===== config.mk =====
export PLATFORM = sky130hd
export DESIGN_NAME = array_sort_check_engine
export DESIGN_NICKNAME = d
export VERILOG_FILES = /design/src/rtl/array_sort_check_engine.sv
export SDC_FILE = /design/constraint.sdc
export NUM_CORES = 1
export LEC_CHECK = 0
export CORE_ASPECT_RATIO = 2
export CORE_MARGIN = 5
export CORE_UTILIZATION = 45
export DETAILED_ROUTE_END_ITERATION = 8
export GPL_TIMING_DRIVEN = 0
export PLACE_DENSITY = 0.67
export SLEW_MARGIN = 20
export SYNTH_ARGS = -nofsm -noshare
export SYNTH_HDL_FRONTEND = slang
export SYNTH_SLANG_ARGS = --single-unit

===== constraint.sdc =====
create_clock -name clock -period 4.4 [get_ports clock]
set_input_delay 1.1 -clock clock [delete_from_list [all_inputs] [get_ports clock]]
set_output_delay 1.1 -clock clock [all_outputs]
set_load 0.05 [all_outputs]

===== src/rtl/array_sort_check_engine.sv =====
// Streams an array from a variable-latency read port and reports whether it is sorted, plus the first inversion index.
// Optional macro SORT_CHECK_COUNT_EN: scan the whole array and count every inversion on inv_count.
module array_sort_check_engine #(
  parameter int DATA_WIDTH = 32,
  parameter int ADDR_WIDTH = 10,
  parameter int SIGNED_CMP = 0
) (
  input  logic                  clock,
  input  logic                  reset,
  input  logic                  go,
  input  logic                  descending,
  input  logic                  strict,
  input  logic [ADDR_WIDTH-1:0] base_addr,
  input  logic [ADDR_WIDTH:0]   length,
  output logic                  mem_rd,
  output logic [ADDR_WIDTH-1:0] mem_addr,
  input  logic [DATA_WIDTH-1:0] mem_rdata,
  input  logic                  mem_valid,
  output logic                  busy,
  output logic                  done,
  output logic                  sorted,
`ifdef SORT_CHECK_COUNT_EN
  output logic [ADDR_WIDTH:0]   inv_count,
`endif
  output logic [ADDR_WIDTH-1:0] inv_index
);

  typedef enum logic [3:0] {
    S_IDLE, S_ARMED, S_FETCH0, S_WAIT0, S_CHECK_END,
    S_FETCH, S_WAIT, S_COMPARE, S_DONE_SORTED, S_DONE_UNSORTED
  } state_t;

  localparam logic [ADDR_WIDTH:0] ONE = 1;
  localparam logic [ADDR_WIDTH:0] TWO = 2;

  // Reset asserts immediately but releases only on a clock edge.
  logic [1:0] rst_sync;
  logic       rst_n;

  always_ff @(posedge clock or negedge reset) begin
    if (!reset) rst_sync <= '0;
    else        rst_sync <= {rst_sync[0], 1'b1};
  end
  assign rst_n = rst_sync[1];

  state_t                state, state_nxt;
  logic                  desc_q, strict_q;
  logic [ADDR_WIDTH-1:0] base_q;
  logic [ADDR_WIDTH:0]   len_q, idx;
  logic [DATA_WIDTH-1:0] prev, cur;
  logic                  gt, lt, eq, inversion, arm;

  always_ff @(posedge clock or negedge rst_n) begin
    if (!rst_n) state <= S_IDLE;
    else        state <= state_nxt;
  end

  always_comb begin
    gt = 1'b0;
    lt = 1'b0;
    if (SIGNED_CMP != 0) begin
      gt = $signed(prev) > $signed(cur);
      lt = $signed(prev) < $signed(cur);
    end else begin
      gt = prev > cur;
      lt = prev < cur;
    end
  end

  assign eq        = (prev == cur);
  assign inversion = (desc_q ? lt : gt) | (strict_q & eq);
  assign arm       = go & ((state == S_IDLE) | (state == S_DONE_SORTED) | (state == S_DONE_UNSORTED));

  always_comb begin
    state_nxt = state;
    mem_rd    = 1'b0;
    mem_addr  = '0;
    busy      = 1'b0;
    done      = 1'b0;
    sorted    = 1'b0;
    case (state)
      S_IDLE: if (go) state_nxt = S_ARMED;
      S_ARMED: begin
        busy = 1'b1;
        if (!go) state_nxt = (len_q < TWO) ? S_DONE_SORTED : S_FETCH0;
      end
      S_FETCH0: begin
        busy      = 1'b1;
        mem_rd    = 1'b1;
        mem_addr  = base_q;
        state_nxt = S_WAIT0;
      end
      S_WAIT0: begin
        busy = 1'b1;
        if (mem_valid) state_nxt = S_CHECK_END;
      end
      S_CHECK_END: begin
        busy = 1'b1;
        if (idx == len_q) begin
`ifdef SORT_CHECK_COUNT_EN
          state_nxt = (inv_count != '0) ? S_DONE_UNSORTED : S_DONE_SORTED;
`else
          state_nxt = S_DONE_SORTED;
`endif
        end else begin
          state_nxt = S_FETCH;
        end
      end
      S_FETCH: begin
        busy      = 1'b1;
        mem_rd    = 1'b1;
        mem_addr  = base_q + idx[ADDR_WIDTH-1:0];  // wraps at the top of memory
        state_nxt = S_WAIT;
      end
      S_WAIT: begin
        busy = 1'b1;
        if (mem_valid) state_nxt = S_COMPARE;
      end
      S_COMPARE: begin
        busy = 1'b1;
`ifdef SORT_CHECK_COUNT_EN
        state_nxt = S_CHECK_END;
`else
        state_nxt = inversion ? S_DONE_UNSORTED : S_CHECK_END;
`endif
      end
      S_DONE_SORTED: begin
        done   = 1'b1;
        sorted = 1'b1;
        if (go) state_nxt = S_ARMED;
      end
      S_DONE_UNSORTED: begin
        done = 1'b1;
        if (go) state_nxt = S_ARMED;
      end
      default: state_nxt = S_IDLE;
    endcase
  end

  always_ff @(posedge clock or negedge rst_n) begin
    if (!rst_n) begin
      desc_q    <= 1'b0;
      strict_q  <= 1'b0;
      base_q    <= '0;
      len_q     <= '0;
      idx       <= '0;
      prev      <= '0;
      cur       <= '0;
      inv_index <= '0;
`ifdef SORT_CHECK_COUNT_EN
      inv_count <= '0;
`endif
    end else begin
      if (arm) begin
        desc_q    <= descending;
        strict_q  <= strict;
        base_q    <= base_addr;
        len_q     <= length;
        idx       <= '0;
        inv_index <= '0;
`ifdef SORT_CHECK_COUNT_EN
        inv_count <= '0;
`endif
      end
      case (state)
        S_WAIT0: if (mem_valid) begin
          prev <= mem_rdata;
          idx  <= ONE;
        end
        S_WAIT: if (mem_valid) cur <= mem_rdata;
        S_COMPARE: begin
`ifdef SORT_CHECK_COUNT_EN
          if (inversion) begin
            if (inv_count == '0) inv_index <= idx[ADDR_WIDTH-1:0];
            inv_count <= inv_count + ONE;
          end
          prev <= cur;
          idx  <= idx + ONE;
`else
          if (inversion) begin
            inv_index <= idx[ADDR_WIDTH-1:0];
          end else begin
            prev <= cur;
            idx  <= idx + ONE;
          end
`endif
        end
        default: ;
      endcase
    end
  end

endmodule


==> results.yml, run 1 <==
synth:
  synth_top_family_by_area: "multiplexers"
  synth_nets: 720
  synthMuxAreaShare_pct: 14.8
  synth.area.top_cells: "dfrtp_1, mux2_2, ha_1, mux2i_1, nand2_1"
  synth_edf_count: 0
  ys_ff_latch: 114
  ys_seq_area_share_pct: 44.8
  synth-simple-area-share_pct: 11.7
  synth_top_cells_by_count: "dfrtp_1, nand2_1, mux2_2"
  synthAdderAreaFrac_pct: 8.57
  synth.avg_cell_area_um2: 10.3
  yosysTopAreaCellShare_pct: 44.8
  synth_cell_types: 58
  synthCells: 618
  synthXorXnorAreaFrac_pct: 2.48
  synth_most_common_cell: "dfrtp_1"
  async_flop_share_pct: 100
  synth-compound-area-share_pct: 12.8
  yosysWarningCount: 0
  synthFlopType: "dfrtp_1"
  yosysTopAreaCell: "dfrtp_1"
  post_synth_instance_area_mm2: 0.00636
finish:
  antennaDiodeCount: 0
  n_fill_cell: 1236
  syn_to_final_growth_pct: 26.8
  layout-drive-gt1-share_pct: 14.6
  num-nets-final: 823
global_route:
  gr-usage-all-layers_pct: 19.7
  grt_pass1_vias: 5438
  antenna_found_initial: 0
  grt_max_degree: 49
  grt_overflow: 0
  grt_pass1_wl_mm: 25.9
clocking:
  cts_root_buf: "clkbuf_16"
  cts_setup_buffers: 0
  cts-htree-levels: 4
  clock-sinks: 114
  clockBufferDepth: 2
  ctsHoldBuffers: 0
  cts_tree: "built"
  clock_latency_ns: 0.41
  cts-buffers-inserted: 17
  clk_pin_slew_ns: 0.06
worst_setup_path:
  reg2regPathDepth: 10
  cp-end-kind: "primary output"
  startpoint_type: "register"
  arrival_ns: 3.09
  crit_type: "register to primary output"
  crit_fanout: 10
  required_ns: 3.30
timing:
  hold_ws_ns: 0.224
  hold_violations: 0
  max_freq_mhz: 238
  worst_pin_slew_ns: 0.886
  final_max_slew_viol_count: 0
  setup_slack_ns: 0.206
  rsz0062_at_grt: "false"
  setup_tns_ns: 0
  slew_headroom_pct: 40.8
  finalSetupViolCount: 0
  skew_ns: 0.0124
  finalCriticalPeriod_ns: 4.19
  period_share_pct: 95.3
floorplan:
  start_util_pct: 45.8
  rows: 61
  coreArea_mm2: 0.0139
  pin_count: 83
  die-area_mm2: 0.0168
  die_w_um: 94.1
  die-height_um: 178
detailed_routing:
  via_per_inst: 5.39
  ant_nets: 0
  wl_per_cell_um: 16.6
  dr_total_vias: 4978
  first_iter_violations: 127
  drcViolationCount: 0
  wl_mm: 15.3
  first_pass_iters: 4
run_status:
  outcome: "completed"
power_and_ir_drop:
  power_density_mw_per_mm2: 688
  ir_drop_mv: 0.310
  power_uw: 5550
  leakage_uw: 0.00352
placement:
  gp_congestion: 0.869
  pre_cts_ws_ns: -0.00527
  numPortBuffers: 82
  hpwl_mm: 11.9
hold_path:
  hold_path_class: "register to asynchronous set/reset pin"
flow_run:
  cap_violations: 0
-- power by group --
part           total (uW)  switching, uW  internal [uW]  leakage [uW]
Sequential           1820            339           1480       0.00143
Clock                1380            518            859      0.000281
Combinational        2350           1310           1040       0.00181
-- stage by stage --
| step | instance area (um2) | utilization, % | instances |
|---|---|---|---|
| after detailed placement | 7480 | 53.9 | 891 |
| after global routing | 8070 | 58.1 | 923 |
| final | 8070 | 58.1 | 923 |
| after global placement | 7420 | 53.4 | 889 |
| after floorplan | 6360 | - | 618 |
| after CTS | 8080 | 58.1 | 923 |
-- layout by cell type, fill, tap and decap left out, types with 3 or more instances in the layout --
| cell type | Yosys | routed |
|---|---|---|
| a21o_1 | 6 | 6 |
| a21oi_1 | 21 | 21 |
| a221o_1 | 5 | 5 |
| a22o_1 | 4 | 4 |
| and3_1 | 5 | 5 |
| buf_6 | 3 | 3 |
| clkbuf_1 | 16 | 17 |
| clkbuf_16 | 0 | 17 |
| clkdlybuf4s50_1 | 0 | 79 |
| clkinv_4 | 0 | 4 |
| clkinvlp_4 | 0 | 3 |
| dfrtp_1 | 114 | 112 |
| ha_1 | 42 | 42 |
| inv_1 | 51 | 51 |
| inv_6 | 0 | 4 |
| mux2_2 | 55 | 55 |
| mux2i_1 | 32 | 32 |
| nand2_1 | 59 | 59 |
| nand2b_1 | 3 | 3 |
| nand3_1 | 24 | 24 |
| nand4_1 | 8 | 8 |
| nor2_1 | 22 | 22 |
| nor2b_1 | 3 | 3 |
| nor3_1 | 10 | 10 |
| nor4_1 | 9 | 9 |
| o21ai_0 | 27 | 27 |
| o21ai_1 | 30 | 30 |
| o22ai_1 | 3 | 3 |
| o31ai_1 | 4 | 4 |
| or2_2 | 3 | 3 |
| xnor2_1 | 4 | 4 |
| xor2_1 | 14 | 14 |
-- routing by layer --
| metal | share of wire, % | track usage, % |
|---|---|---|
| met5 | 0 | 0 |
| met4 | 2.6 | 8.32 |
| met3 | 3.3 | 3.71 |
| met2 | 58 | 38.1 |
| met1 | 36 | 20.0 |
-- cell type report --
class / count / area, um2 / share of cell area [%]
inverter: 51 / 191 / 2.37
multi-input combinational: 429 / 3200 / 39.7
tap: 189 / 236 / 2.93
clock buffer: 19 / 443 / 5.49
buffer: 24 / 116 / 1.44
clock inverter: 13 / 153 / 1.89
sequential: 114 / 2860 / 35.4
timing repair buffer: 84 / 871 / 10.8
-- logic make-up after synthesis --
kind of cell / after synthesis
AND/OR/NAND/NOR: 154
AO/OA/AOI/OAI: 126
flip-flops: 114
multiplexers: 87
buffers and inverters: 75
adder cells (fa/ha/maj): 43
XOR/XNOR: 18
other: 1
-- critical path, cell delays in order (launching register included) --
cell             delay, ns
dfrtp_1               0.32
clkbuf_1              0.29
clkbuf_1              0.45
nand3b_1              0.44
o31ai_1               0.34
clkdlybuf4s50_1       0.84
-- final timing paths --
| check | start | end | slack [ns] |
|---|---|---|---|
| setup / recovery | state[2] | mem_addr[4] | 0.21 |
| hold / removal | rst_sync[1] | cur[20] | 0.22 |
| setup reg to reg | cur[27] | prev[31] | 1.43 |
| hold reg to reg | rst_sync[1] | cur[20] | 0.22 |
| max in group asynchronous | rst_sync[1] | cur[5] | 3.33 |
| min in group clock | rst_sync[0] | rst_sync[1] | 0.35 |
-- sequential cells by signal (all words and copies together) (netlist names), 2 cells and up --
register,flops
prev,32
idx,11
state,4
cur,32
inv_index,10
base_q,10
rst_sync,2
len_q,11
-- repair_timing --
| action | CTS | global route |
|---|---|---|
| pin swaps | 0 | 0 |
| resized for setup | 6 | 3 |
| cloned | 0 | 0 |
| setup endpoints to repair | 3 | 2 |
| hold endpoints to repair | 0 | 0 |
Power figures use the tool's default switching activity.
==> run 2, diff against run 1 <==
--- a/config.mk
+++ b/config.mk
@@ -9,6 +9,7 @@
 export CORE_MARGIN = 5
 export CORE_UTILIZATION = 45
 export DETAILED_ROUTE_END_ITERATION = 8
+export GPL_ROUTABILITY_DRIVEN = 0
 export GPL_TIMING_DRIVEN = 0
 export PLACE_DENSITY = 0.67
 export SLEW_MARGIN = 20
==> results of run 2 <==
The final DEF is identical to that of run 1; final timing and power are the same.
